--- src/rtl/avg_stream_framer.sv ---
// First-word-fall-through sample FIFO that tags frame boundaries (out_last) on a valid/ready stream.
// Latency 1 cycle from new_dat to out_valid when empty; samples arriving when full with no transfer are dropped and flagged.
module avg_stream_framer #(
    parameter int N     = 16,
    parameter int DEPTH = 16
) (
    input  logic                     clk,
    input  logic                     rst_n,
    input  logic                     new_dat,
    input  logic [N-1:0]             y,
    input  logic [7:0]               frame_len,
    input  logic                     ovf_clr,
    input  logic                     out_ready,
    output logic                     out_valid,
    output logic [N-1:0]             out_data,
    output logic                     out_last,
    output logic                     overflow,
    output logic [$clog2(DEPTH):0]   fifo_count
);
    localparam int AW = $clog2(DEPTH);
    localparam logic [AW-1:0] PTR_ONE  = AW'(1);
    localparam logic [AW:0]   CNT_ONE  = (AW + 1)'(1);
    localparam logic [AW:0]   CNT_FULL = (AW + 1)'(DEPTH);

    logic [N-1:0]  mem [DEPTH];
    logic [AW-1:0] wr_ptr;
    logic [AW-1:0] rd_ptr;
    logic [AW:0]   count;
    logic [7:0]    beat;
    logic [7:0]    len_q;
    logic [7:0]    len_live;
    logic [7:0]    len_cur;
    logic          full;
    logic          transfer;
    logic          wr_en;
    logic          drop;

    assign full     = (count == CNT_FULL);
    assign transfer = out_valid & out_ready;
    assign wr_en    = new_dat & (~full | transfer);
    assign drop     = new_dat & full & ~transfer;

    assign out_valid  = (count != '0);
    assign out_data   = out_valid ? mem[rd_ptr] : '0;
    assign fifo_count = count;

    // A zero frame length is treated as single-beat frames; the live value only
    // governs the first beat of a frame, after that the latched copy is used.
    assign len_live = (frame_len == 8'd0) ? 8'd1 : frame_len;
    assign len_cur  = (beat == 8'd0) ? len_live : len_q;
    assign out_last = out_valid & (beat == len_cur - 8'd1);

    // On a full FIFO with a simultaneous transfer, wr_ptr equals rd_ptr; the
    // head is read combinationally before this edge overwrites the slot.
    always_ff @(posedge clk) begin
        if (rst_n && wr_en) begin
            mem[wr_ptr] <= y;
        end
    end

    always_ff @(posedge clk) begin
        if (!rst_n) begin
            wr_ptr   <= '0;
            rd_ptr   <= '0;
            count    <= '0;
            beat     <= 8'd0;
            len_q    <= len_live;
            overflow <= 1'b0;
        end else begin
            if (wr_en) begin
                wr_ptr <= wr_ptr + PTR_ONE;
            end
            if (transfer) begin
                rd_ptr <= rd_ptr + PTR_ONE;
            end
            case ({wr_en, transfer})
                2'b10:   count <= count + CNT_ONE;
                2'b01:   count <= count - CNT_ONE;
                default: count <= count;
            endcase

            if (transfer) begin
                beat <= out_last ? 8'd0 : beat + 8'd1;
                if (beat == 8'd0) begin
                    len_q <= len_live;
                end
            end

            overflow <= drop | (overflow & ~ovf_clr);
        end
    end
endmodule

--- config.mk ---
export PLATFORM = sky130hd
export DESIGN_NAME = avg_stream_framer
export DESIGN_NICKNAME = d
export VERILOG_FILES = /design/src/rtl/avg_stream_framer.sv
export SDC_FILE = /design/constraint.sdc
export NUM_CORES = 1
export LEC_CHECK = 0
export ABC_CLOCK_PERIOD_IN_PS = 3570
export CAP_MARGIN = 25
export CORE_MARGIN = 3
export CORE_UTILIZATION = 50
export DETAILED_ROUTE_END_ITERATION = 8
export GPL_TIMING_DRIVEN = 0
export HOLD_SLACK_MARGIN = 0.03
export PLACE_DENSITY = 0.68
export SYNTH_ARGS = -nofsm -noshare
export SYNTH_HDL_FRONTEND = slang
export SYNTH_SLANG_ARGS = --single-unit
--- constraint.sdc ---
create_clock -name clk -period 3.57 [get_ports clk]
set_input_delay 0.714 -clock clk [delete_from_list [all_inputs] [get_ports clk]]
set_output_delay 0.714 -clock clk [all_outputs]
set_load 0.01 [all_outputs]
; ---- After elaboration in Yosys (flattened, before gate mapping)
; Memory sizes are Yosys's and may differ from the RTL's. A register that Yosys moved wholly into a read port is not among the register bits.
; Cells that the tools add are included.
[word_totals]
regBits = 30
latchBits = 0
ram_bits = 256
romBits = 0
input_bits = 29
output_inout_bits = 24
elab_cells = 45
mem_count = 1
[op_classes]
addsub = 6
multipliers = 0
div = 0
magnitude_cmp = 0
n_eq_ne = 5
shift = 0
n_mux = 11
n_bitwise = 11
reduce_logical = 5
[memory_table]
columns = name, depth, word_bits, rd, rd_ports_with_merged_regs, write_ports, line_no
row1 = mem, 16, 16, 1, 1, 1, 25  ; logic [N-1:0] mem [DEPTH];
[op_table]
columns = cell, n
row1 = 8-bit two-way mux, 5
row2 = 8-bit zero test, 2
row3 = 16-bit two-way mux, 1
row4 = 5-bit one-hot mux with 2 select lines, 1
row5 = 4-bit by 1-bit adder with 4-bit output (second input constant), 2
row6 = 8-bit by 1-bit adder with 8-bit output (second input constant), 1
row7 = 8-bit equality test, 1
row8 = 4-bit two-way mux, 2
row9 = 8-bit by 1-bit subtractor with 8-bit output (second input constant), 1
row10 = 1-bit bitwise AND, 6
row11 = 5-bit by 1-bit adder with 5-bit output (second input constant), 1
row12 = 5-bit equality test (second input constant), 1
row13 = 5-bit nonzero test, 1
row14 = 5-bit by 1-bit subtractor with 5-bit output (second input constant), 1
row15 = 1-bit NOT, 3
row16 = 2-bit by 1-bit equality test with 1-bit output (second input constant), 1
row17 = 2-bit equality test (second input constant), 1
row18 = 1-bit two-way mux, 2
row19 = 2-bit by 1-bit != test with 1-bit output (second input constant), 1
row20 = 1-bit bitwise OR, 2
row21 = 2-bit nonzero test, 1
row22 = 1-bit logical AND, 1

; ---- Longest topological paths before layout
; Gate-level depths: netlist of run 1.
[logic_depth]
word_depth = 7
ltp_mapped = 15

; ---- Worst setup path before layout of run 1
; OpenSTA, ideal clock, no wires.
[synth_path]
path_kind = input to output
startpoint = input frame_len[3]
endpoint = output out_last
arrival_ps = 2460
required_ps = 2856
path_slack_ps = 396
cell_stages = 9
n_path_buf = 0
path_cell_list = nor3_1 > a31oi_1 > a21oi_2 > inv_1 > ha_1 > xnor2_1 > xnor2_1 > nand4_1 > nor3_1
[synth_between]
elab_chain_cells = 6
[synth_lines]
columns = item, line_no
row1 = start: declaration, 11  ; input logic [7:0] frame_len,
row2 = 8-bit zero test, 49  ; assign len_live = (frame_len == 8'd0) ? 8'd1 : frame_len;
row3 = 8-bit two-way mux (*), 49
row4 = 8-bit two-way mux (*), n/a
row5 = 8-bit by 1-bit subtractor with 8-bit output (*), 51  ; assign out_last = out_valid & (beat == len_cur - 8'd1);
row6 = 8-bit equality test (*), 51
row7 = 1-bit bitwise AND (*), 51
row8 = end: declaration, 16  ; output logic out_last,
; Every way passes the cells marked *; elsewhere a longest branch is shown, timed or not.

; ---- Worst setup path after layout of run 1
[layout_path]
startpoint = input frame_len[5]
endpoint = output out_last
; Same word-level chain as after synthesis.

==> results.md, run 1 <==
* Layout cells sized above 1 at 0.323
* CTS Hold Buffers Added at 0
* Die height at 160 microns
* Syn nets at 664
* Max Root-Sink Buffers at 3
* Leading post-synthesis cells by cell area: edfxtp_1 67%, mux4_2 15%, dfxtp_1 4.4%
* PwrDens at 688 nW/um^2
* Hold Crit Class: input port to flop
* Sequential element share of the synthesized area at 0.711
* GR Overflow Total at 0
* Yosys warning total at 0
* Placer Congestion at 0.829
* Worst path arrival time at 2.91 ns
* Layout Nets at 783
* Buf+Inv Stages, Crit Path at 3
* Starting Density at 0.517
* Vias per Instance at 5.93
* Setup TNS Final at -0.0564 ns
* Ports at 53
* Top-area cell type share of the netlist area at 0.667
* Pin count of the biggest net entering global routing at 18
* Port bufs at 51
* Area leader, netlist: edfxtp_1
* Synthesized flop and latch total at 290
* Final hold vios at 0
* CTS root buffer: clkbuf_16
* ANT cells at 0
* FMAX at 276 MHz
* R2R Setup Slk at 0.30 ns
* R2R cell count at 15
* Crit end category: primary output
* Async S/R FF share, synth at 0
* WL met1 at 11200 microns
* Dpl cells at 1003
* Metal2 WL at 12900 microns
* Routed WL at 26700 microns
* Critical path type: input port to primary output
* Drt pass-1 iters at 6
* Violated checks: negative setup slack
* DR iter-0 viols at 680
* Leak Pwr at 4.77 nW
* WP depth at 11
* CP Capture Point: out_last
* Vias in the first global route at 6565
* Final setup margin at -0.0564 ns
* Later-pin clock latency in the skew report at 0.58 ns
* Non-Filler Instances at 1077
* CP startpoint kind: input port
* WL per Instance at 24.8 microns
* Die Area at 25700 sq um
* Slowest cell on the critical path: clkdlybuf4s50_1
* First-pass GRT wire length at 40400 microns
* Clock slew at reported path FFs at 0.06 ns
* Residual DRC count at 0
* Syn avg cell area at 19.1 sq um
* Crit path required time at 2.86 ns
* Met3 routed WL at 1880 microns
* Cell Chain, Critical Path: clkdlybuf4s50_1 > nor3_4 > a31oi_2 > a21oi_2 > inv_2 > ha_4 > xnor2_2 > xnor2_1 > nand4_1 > nor3_2 > buf_2
* RSZ-0062 raised after global routing: yes
* Worst r2r dst: fifo_count[4]$_SDFFE_PN0P_
* Post-route cell area at 14600 sq um
* Synth Instances at 622
* DIE WIDTH at 160 microns
* Core box area at 23000 sq um
* CTS tree: done
* Tot GR Track Use at 0.209
* RR Startpoint: fifo_count[0]$_SDFFE_PN0P_
* Layout Utilization at 0.635
* Worst slew margin at 0.569
* # rows at 55
* Max layer used: met4
* Worst path max stage delay at 0.51 ns
* Placed inst area at 13200 sq um
* Cts bufs inserted at 30
* Period minus WS final at 3.63 ns
* Clk sinks at 290
* Final Setup Violations at 1
* Clock skew at 0.0429 ns
* Critical path startpoint: frame_len[5]
* Most used standard cells in the synthesized netlist: 264 x edfxtp_1, 80 x mux4_2, 29 x nor2_1
* Detailed Place HPWL at 16600 microns
* Initial antenna violation count at 0
* Crit-path max FO at 3
* Post-synth cell types at 53
* Predominant post-synthesis flop cell: edfxtp_1
* Cell Area, Synth at 11900 sq um
* Actual slew at the worst max-slew pin at 0.646 ns
* Crit path max-delay family: buffers and inverters
* Post-route ant nets at 0
* Routed via count at 6387
* Count leader, synth: edfxtp_1
* Max Slew Vio Count at 0
* Number of flops mapped to enable cells by yosys at 264
* Peak VDD IR at 473 uV
* Syn-to-layout area delta at 22.9%
* Status: complete, but fails checks
* # H-tree levels at 1
* Max Cap Violations at 0
* Final period util at 1.02
timing repair:
| item | CTS | global route |
|---|---|---|
| pin swaps | 8 | 9 |
| endpoints found under the setup margin | 19 | 4 |
| setup buffers | 12 | 9 |
| cloned | 1 | 0 |
| gates resized for setup | 85 | 21 |
where the power goes:
group	switching [W]	internal (W)
Sequential	0.000126	0.00384
Clock	0.00126	0.00175
Combinational	0.00147	0.00160
Total	0.00285	0.00719
cell type report:
| type | count | area (sq um) |
|---|---|---|
| sequential | 290 | 8460 |
| fill | 1579 | 8380 |
| multi-input combinational | 287 | 3420 |
| timing repair buffer | 90 | 1040 |
| clock buffer | 38 | 811 |
| tap | 313 | 392 |
| buffer | 27 | 256 |
| clock inverter | 17 | 160 |
| inverter | 15 | 65.1 |
routing by layer:
layer  up-vias  global-route usage
li1       2740                   -
met2       256               0.338
met4         0              0.0505
met5         -                   0
met1      3343               0.298
met3        48              0.0418
how the worst min path moves through the flow:
stage,from,to,slack [ns],cells after the start
final,rst_n,beat[5]$_SDFFE_PN0N_,0.48,3
after CTS,rst_n,beat[5]$_SDFFE_PN0N_,0.46,3
after detailed placement,wr_ptr[1]$_SDFFE_PN0N_,wr_ptr[1]$_SDFFE_PN0N_,0.53,2
after global routing,rst_n,beat[2]$_SDFFE_PN0N_,0.48,3
after floorplan,rd_ptr[1]$_SDFFE_PN0N_,flop,0.48,2
after global placement,wr_ptr[1]$_SDFFE_PN0N_,wr_ptr[1]$_SDFFE_PN0N_,0.50,2
metrics by stage:
| stage | total power (W) | setup slack, ns | hold WS (ns) |
|---|---|---|---|
| after floorplan | 0.00567 | 0.396 | 0.480 |
| after global placement | 0.00657 | -0.946 | 0.499 |
| after detailed placement | 0.00664 | -0.973 | 0.527 |
| after CTS | 0.00992 | -0.0197 | 0.459 |
| after global routing | 0.0105 | -0.160 | 0.476 |
| final | 0.0100 | -0.0564 | 0.481 |
sequential cells by signal, summed over array words and instances (netlist names), named ones only:
| signal | flops |
|---|---|
| mem | 256 |
| beat | 8 |
| len_q | 8 |
| fifo_count | 5 |
| rd_ptr | 4 |
| wr_ptr | 4 |
| overflow | 1 |
cell usage in the layout (no fill, tap or decap), types with 4 or more instances in the layout:
cell type	count
mux4_2	80
nor2b_1	17
and2_1	13
edfxtp_1	264
nor2_2	16
a21boi_0	7
nand3_1	6
buf_8	10
buf_16	7
nand4_1	5
buf_6	4
clkbuf_16	30
xor2_1	8
clkbuf_1	9
dfxtp_1	21
inv_1	11
nor2_1	13
clkbuf_4	7
buf_12	7
clkinv_1	5
mux2_2	6
o21ai_0	6
clkinv_2	7
clkdlybuf4s50_1	32
buf_4	21
xnor2_1	12
ha_1	9
a21oi_1	4
nand2_1	23
dlygate4sd2_1	17
and3_1	4
worst register-to-register path, cell delays in order (launching register included):
cell and delay (ns):
dfxtp_1 0.36, nor4_2 0.32, nor2b_1 0.19, clkbuf_4 0.29, nand2b_1 0.16, buf_6 0.15
clkinvlp_4 0.18, ha_2 0.25, inv_1 0.10, fa_1 0.21, inv_1 0.06, a21o_1 0.18
a21oi_1 0.17, xnor2_1 0.09, or3_1 0.30, a21boi_0 0.18
kinds of logic after synthesis:
group                      synth area share
AOI/OAI and AO/OA                    0.0256
DFF                                   0.711
and+or+nand+nor                      0.0560
muxes                                 0.160
xor gates and xnor gates             0.0162
buffers and inverters                0.0172
adders and majority gates            0.0143
No activity file was read; power rests on OpenSTA's default activity.
==> run 2: changes to the inputs <==
--- a/config.mk
+++ b/config.mk
@@ -7,8 +7,9 @@
 export LEC_CHECK = 0
 export ABC_CLOCK_PERIOD_IN_PS = 3570
 export CAP_MARGIN = 25
-export CORE_MARGIN = 3
+export CORE_MARGIN = 4
 export CORE_UTILIZATION = 50
+export CTS_CLUSTER_SIZE = 40
 export DETAILED_ROUTE_END_ITERATION = 8
 export GPL_TIMING_DRIVEN = 0
 export HOLD_SLACK_MARGIN = 0.03
==> run 2 against run 1 <==
Compared with the run above:
- the flow still finishes with violations (negative setup slack)
- die area grew 2.5%
- wire length down 5.4%
- setup slack gained 0.043 ns
- critical path depth is the same
==> results.md, run 2 (synthesis results as in run 1) <==
* Initial antenna violation count at 1 (+1)
* Hold Crit Class: input port to flop
* Die height at 162 microns (+1.2%)
* Final period util at 1.00 (-0.0119)
* Detailed Place HPWL at 16400 microns (-1.1%)
* R2R Setup Slk at 0.28 ns (-0.02 ns)
* RSZ-0062 raised after global routing: yes
* Largest reg by FF count: mem
* PwrDens at 678 nW/um^2 (-1.5%)
* Buf+Inv Stages, Crit Path at 3 (unchanged)
* Clock skew at 0.0230 ns (-0.0200 ns)
* CP startpoint kind: input port
* Die Area at 26300 sq um (+2.5%)
* Ports at 53 (unchanged)
* First-pass GRT wire length at 38900 microns (-3.6%)
* Post-route cell area at 14500 sq um (-1.0%)
* Layout Nets at 787 (+0.51%)
* Cell Chain, Critical Path: clkdlybuf4s50_1 > nor3_2 > a31oi_1 > a21oi_2 > inv_2 > ha_4 > xnor2_2 > xnor2_1 > nand4_1 > nor3_2 > buf_2
* Leak Pwr at 4.71 nW (-1.4%)
* Starting Density at 0.508 (-0.00923)
* Crit path required time at 2.86 ns (about the same)
* Regs by FF count: mem (256), beat (8), len_q (8)
* Max Cap Violations at 0 (unchanged)
* Layout Utilization at 0.617 (-0.0179)
* CTS Hold Buffers Added at 0 (unchanged)
* # H-tree levels at 1 (unchanged)
* Commonest non-fill, non-tap cells in the layout: 264 x edfxtp_1, 80 x mux4_2, 35 x clkdlybuf4s50_1, 32 x buf_4, 29 x clkbuf_16
* Residual DRC count at 0 (unchanged)
* ANT cells at 0 (unchanged)
* Vias in the first global route at 6594 (+0.44%)
* Max reg flops at 256 (unchanged)
* Final hold vios at 0 (unchanged)
* Placer Congestion at 0.888 (+7.1%)
* GR Overflow Total at 0 (unchanged)
* Non-Filler Instances at 1081 (+0.37%)
* Pin count of the biggest net entering global routing at 17 (-1)
* FMAX at 279 MHz (+1.2%)
* Port bufs at 51 (unchanged)
* Max Slew Vio Count at 0 (unchanged)
* Syn-to-layout area delta at 21.6%
* Violated checks: negative setup slack
* DIE WIDTH at 162 microns (+1.2%)
* Later-pin clock latency in the skew report at 0.54 ns (-0.04 ns)
* CTS tree: done
* Clk sinks at 290 (unchanged)
* Final setup margin at -0.0139 ns (+0.0425 ns)
* Drt pass-1 iters at 5 (-1)
* Clock slew at reported path FFs at 0.06 ns (about the same)
* Layout cells sized above 1 at 0.310 (-0.0136)
* Peak VDD IR at 391 uV (-17%)
* WL per Instance at 23.3 microns (-5.8%)
* Post-route ant nets at 0 (unchanged)
* Worst slew margin at 0.490 (-0.0794)
* Critical path type: input port to primary output
* Final Setup Violations at 1 (unchanged)
* Placed inst area at 13200 sq um (about the same)
* Slowest cell on the critical path: clkdlybuf4s50_1
* Vias per Instance at 5.76 (-2.9%)
* Most common cell after layout, fill and taps aside: edfxtp_1
* Setup TNS Final at -0.0139 ns (+0.0425 ns)
* Routed via count at 6223 (-2.6%)
* CTS root buffer: clkbuf_16
* # rows at 56 (+1.8%)
* Crit end category: primary output
* Crit path max-delay family: buffers and inverters
* Core box area at 23400 sq um (+1.8%)
* Dpl cells at 1009 (+0.60%)
* Most used cell, CP: nor3_2
* Crit-path max FO at 5 (+2)
* Worst path arrival time at 2.87 ns (-0.04 ns)
* DR iter-0 viols at 403 (-41%)
* Tot GR Track Use at 0.196 (-0.0128)
* Cts bufs inserted at 29 (-3.3%)
* Actual slew at the worst max-slew pin at 0.765 ns (+0.119 ns)
* Worst path max stage delay at 0.51 ns (about the same)
* Max Root-Sink Buffers at 3 (unchanged)
* Status: complete, but fails checks
* Routed WL at 25200 microns (-5.4%)
* Period minus WS final at 3.58 ns (-0.0425 ns)
## run 2: cell type report
cell class | instances | area (sq um)
fill | 1650 | 8950
sequential | 290 | 8460
multi-input combinational | 287 | 3350
timing repair buffer | 95 | 1030
clock buffer | 33 | 741
tap | 319 | 399
buffer | 27 | 264
clock inverter | 15 | 145
inverter | 15 | 62.6
## run 2: layer usage
metal	up-vias	routed length, microns	global-route usage
li1	2736	-	-
met2	217	12800	0.331
met4	2	548	0.0546
met3	52	1670	0.0337
met5	-	13	0
met1	3216	10200	0.267
## run 2: what timing repair did
action                                  CTS  global route
endpoints found under the setup margin   20             6
pin swaps                                 7             4
resized for setup                        82            14
gates cloned                              0             0
buffers inserted                         15            12
## run 2: tightest hold or removal path, stage by stage
cell and delay, ns:
buf_6 0.13, o41ai_4 0.08, nor2_1 0.04
## run 2: path summary, 6_finish.rpt
kind              cells after the start                    endpoint                       start
setup / recovery                     11                    out_last                frame_len[3]
hold / removal                        3        beat[5]$_SDFFE_PN0N_                       rst_n
setup reg to reg                     15  fifo_count[4]$_SDFFE_PN0P_  fifo_count[0]$_SDFFE_PN0P_
hold reg to reg                       2        beat[1]$_SDFFE_PN0N_        beat[1]$_SDFFE_PN0N_
## run 2: where the power goes
group	total, W	internal [W]	switching (W)
registers	0.00398	0.00384	0.000132
logic	0.00295	0.00157	0.00138
clock network	0.00286	0.00168	0.00118
## run 2: stage by stage
stage                     setup WS (ns)  hold slack [ns]  power [W]
final                           -0.0139            0.477    0.00979
after detailed placement         -0.960            0.527    0.00665
after CTS                       -0.0291            0.453    0.00973
after global routing             -0.195            0.470     0.0103
after global placement           -0.923            0.505    0.00658
after floorplan                   0.396            0.480    0.00567
==> run 3: changes to the inputs <==
--- a/config.mk
+++ b/config.mk
@@ -6,12 +6,10 @@
 export NUM_CORES = 1
 export LEC_CHECK = 0
 export ABC_CLOCK_PERIOD_IN_PS = 3570
-export CAP_MARGIN = 25
 export CORE_MARGIN = 4
 export CORE_UTILIZATION = 50
 export CTS_CLUSTER_SIZE = 40
 export DETAILED_ROUTE_END_ITERATION = 8
-export GPL_TIMING_DRIVEN = 0
 export HOLD_SLACK_MARGIN = 0.03
 export PLACE_DENSITY = 0.68
 export SYNTH_ARGS = -nofsm -noshare
==> run 3 against run 2 <==
Compared with the run above:
- the run now ends clean
- sequential power down 1%
- setup slack better by 0.019 ns
- clock power up 4%
- critical endpoint unchanged
- first-iteration DRC count up 23%
- cell count up 0.93%
- utilization up 0.10 points
- largest power group unchanged
- count of clock-buffer cells in the layout up 9
- sequential share of layout area down 0.14 points
- clock skew down 0.0013 ns
- combinational power down 2%
==> results.md, run 3 (synthesis results as in run 1) <==
* FMAX at 281 MHz (+0.53%)
* Crit end category: primary output
* CTS tree: done
* Layout Nets at 791 (+0.51%)
* Tot GR Track Use at 0.190 (-0.00602)
* Crit-path max FO at 3 (-2)
* Cell Chain, Critical Path: clkdlybuf4s50_1 > nor3_2 > a31oi_2 > a21oi_2 > inv_2 > ha_4 > xnor2_2 > xnor2_1 > nand4_1 > nor3_2 > buf_2
* Clock skew at 0.0216 ns (-0.00134 ns)
* Die Area at 26300 sq um (unchanged)
* Buf+Inv Stages, Crit Path at 3 (unchanged)
* Most common cell after layout, fill and taps aside: edfxtp_1
* Routed via count at 6195 (-0.45%)
* Pin count of the biggest net entering global routing at 42 (+25)
* Final Setup Violations at 0 (-1)
* Vias per Instance at 5.68 (-1.4%)
* Crit path max-delay family: buffers and inverters
* Worst path arrival time at 2.85 ns (-0.02 ns)
* Residual DRC count at 0 (unchanged)
* Clock slew at reported path FFs at 0.06 ns (about the same)
* Setup TNS Final at 0 ns (+0.0139 ns)
* Detailed Place HPWL at 15100 microns (-8.1%)
* RSZ-0062 raised after global routing: yes
* Routed WL at 24600 microns (-2.5%)
* Hold Crit Class: flop to flop
* Worst path max stage delay at 0.44 ns (-0.07 ns)
* Peak VDD IR at 340 uV (-13%)
* ANT cells at 0 (unchanged)
* Pint at 0.00712 W (+0.25%)
* Psw at 0.00268 W (-0.33%)
* Drt pass-1 iters at 5 (unchanged)
* Worst slew margin at 0.629 (+0.139)
* Final hold vios at 0 (unchanged)
* Actual slew at the worst max-slew pin at 0.555 ns (-0.210 ns)
* Port bufs at 52 (+2.0%)
* Slowest cell on the critical path: clkdlybuf4s50_1
* Layout Utilization at 0.618 (+0.00102)
* GR Overflow Total at 0 (unchanged)
* Final period util at 0.999 (-0.00530)
* Status: finished clean
* Switching share of power at 0.274 (-0.00117)
* Crit path required time at 2.86 ns (about the same)
* Post-route ant nets at 0 (unchanged)
* Placer Congestion at 0.868 (-2.2%)
* Max Cap Violations at 0 (unchanged)
* # rows at 56 (unchanged)
* CTS root buffer: clkbuf_16
* Clk sinks at 290 (unchanged)
* Max Root-Sink Buffers at 3 (unchanged)
* Max Slew Vio Count at 0 (unchanged)
* Comb power frac at 0.294 (-0.008)
* Regs by FF count: mem (256), beat (8), len_q (8)
* Share of power burned in registers at 0.402 (-0.004)
* DIE WIDTH at 162 microns (unchanged)
* Syn-to-layout area delta at 21.8%
* DR iter-0 viols at 496 (+23%)
* Final setup margin at 0.00507 ns (+0.0189 ns)
* Max reg flops at 256 (unchanged)
* Later-pin clock latency in the skew report at 0.56 ns (+0.02 ns)
* Die height at 162 microns (unchanged)
* Layout cells sized above 1 at 0.321 (+0.0115)
* First-pass GRT wire length at 38000 microns (-2.4%)
* CP startpoint kind: input port
* Commonest non-fill, non-tap cells in the layout: 264 x edfxtp_1, 80 x mux4_2, 58 x buf_4, 34 x clkdlybuf4s50_1, 31 x clkbuf_16
* Vias in the first global route at 6459 (-2.0%)
* Critical path type: input port to primary output
* WL per Instance at 22.6 microns (-3.4%)
* Clk network pwr share at 0.303 (+0.011)
* Pwr Total at 0.00980 W (about the same)
* Period minus WS final at 3.56 ns (-0.0189 ns)
* # H-tree levels at 1 (unchanged)
* PwrDens at 677 nW/um^2 (about the same)
* Starting Density at 0.508 (unchanged)
* Most used cell, CP: nor3_2
* Largest reg by FF count: mem
* Place WS at -0.671 ns (+0.289 ns)
* Ports at 53 (unchanged)
* Leak Pwr at 4.77 nW (+1.4%)
* Core box area at 23400 sq um (unchanged)
* CTS Hold Buffers Added at 0 (unchanged)
* Cts bufs inserted at 30 (+3.4%)
* Initial antenna violation count at 0 (-1)
## run 3: final timing paths
check / startpoint / endpoint / slack [ns] / cells after the start
max: frame_len[1] / out_last / 0.005 / 11
min: rd_ptr[1]$_SDFFE_PN0N_ / flop / 0.53 / 2
max reg2reg: fifo_count[0]$_SDFFE_PN0P_ / fifo_count[4]$_SDFFE_PN0P_ / 0.60 / 13
min reg2reg: rd_ptr[1]$_SDFFE_PN0N_ / flop / 0.53 / 2
## run 3: timing repair
item                                    in CTS  in global routing
buffers inserted                            11                  2
resized for setup                           27                 19
pin swaps                                    5                  9
endpoints found under the setup margin      17                  4
## run 3: cell type report
cell class                 count  area, sq um
tap                          319          399
inverter                      15         56.3
multi-input combinational    287         3360
timing repair buffer         125         1250
clock inverter                13          110
fill                        1684         8930
sequential                   290         8460
clock buffer                  42          847
## run 3: power groups by stage
stage / Clock (W) / Sequential [W] / Combinational, W
2_1_floorplan: 0 / 0.00398 / 0.00169
3_3_place_gp: 0 / 0.00405 / 0.00266
3_5_place_dp: 0 / 0.00406 / 0.00270
4_1_cts: 0.00305 / 0.00394 / 0.00286
5_1_grt: 0.00319 / 0.00396 / 0.00311
6_report: 0.00297 / 0.00394 / 0.00288
## run 3: per-layer routing
layer | part of all wire | GRT usage | vias to the layer above
li1 | - | - | 2757
met1 | 0.41 | 0.266 | 3219
met2 | 0.51 | 0.320 | 172
met3 | 0.051 | 0.0274 | 47
met4 | 0.022 | 0.0500 | 0
met5 | 0 | 0 | -
## run 3: worst reg2reg max path, stage by stage (launching register included)
cell and delay [ns]:
dfxtp_1 0.35, nor4_1 0.38, nand3b_1 0.15, and2_1 0.21
inv_1 0.14, ha_1 0.26, inv_1 0.11, fa_1 0.43
inv_1 0.08, a21o_1 0.12, a21oi_1 0.08, xnor2_1 0.14
or3_1 0.30, a21boi_0 0.16
## run 3: through the flow
stage / instance area [sq um] / hold slack [ns] / std cells
after floorplan: 11900 / 0.480 / 622
after global placement: 13300 / 0.496 / 1023
after detailed placement: 13300 / 0.501 / 1023
after CTS: 14400 / 0.513 / 1089
after global routing: 14500 / 0.546 / 1091
final: 14500 / 0.531 / 1091
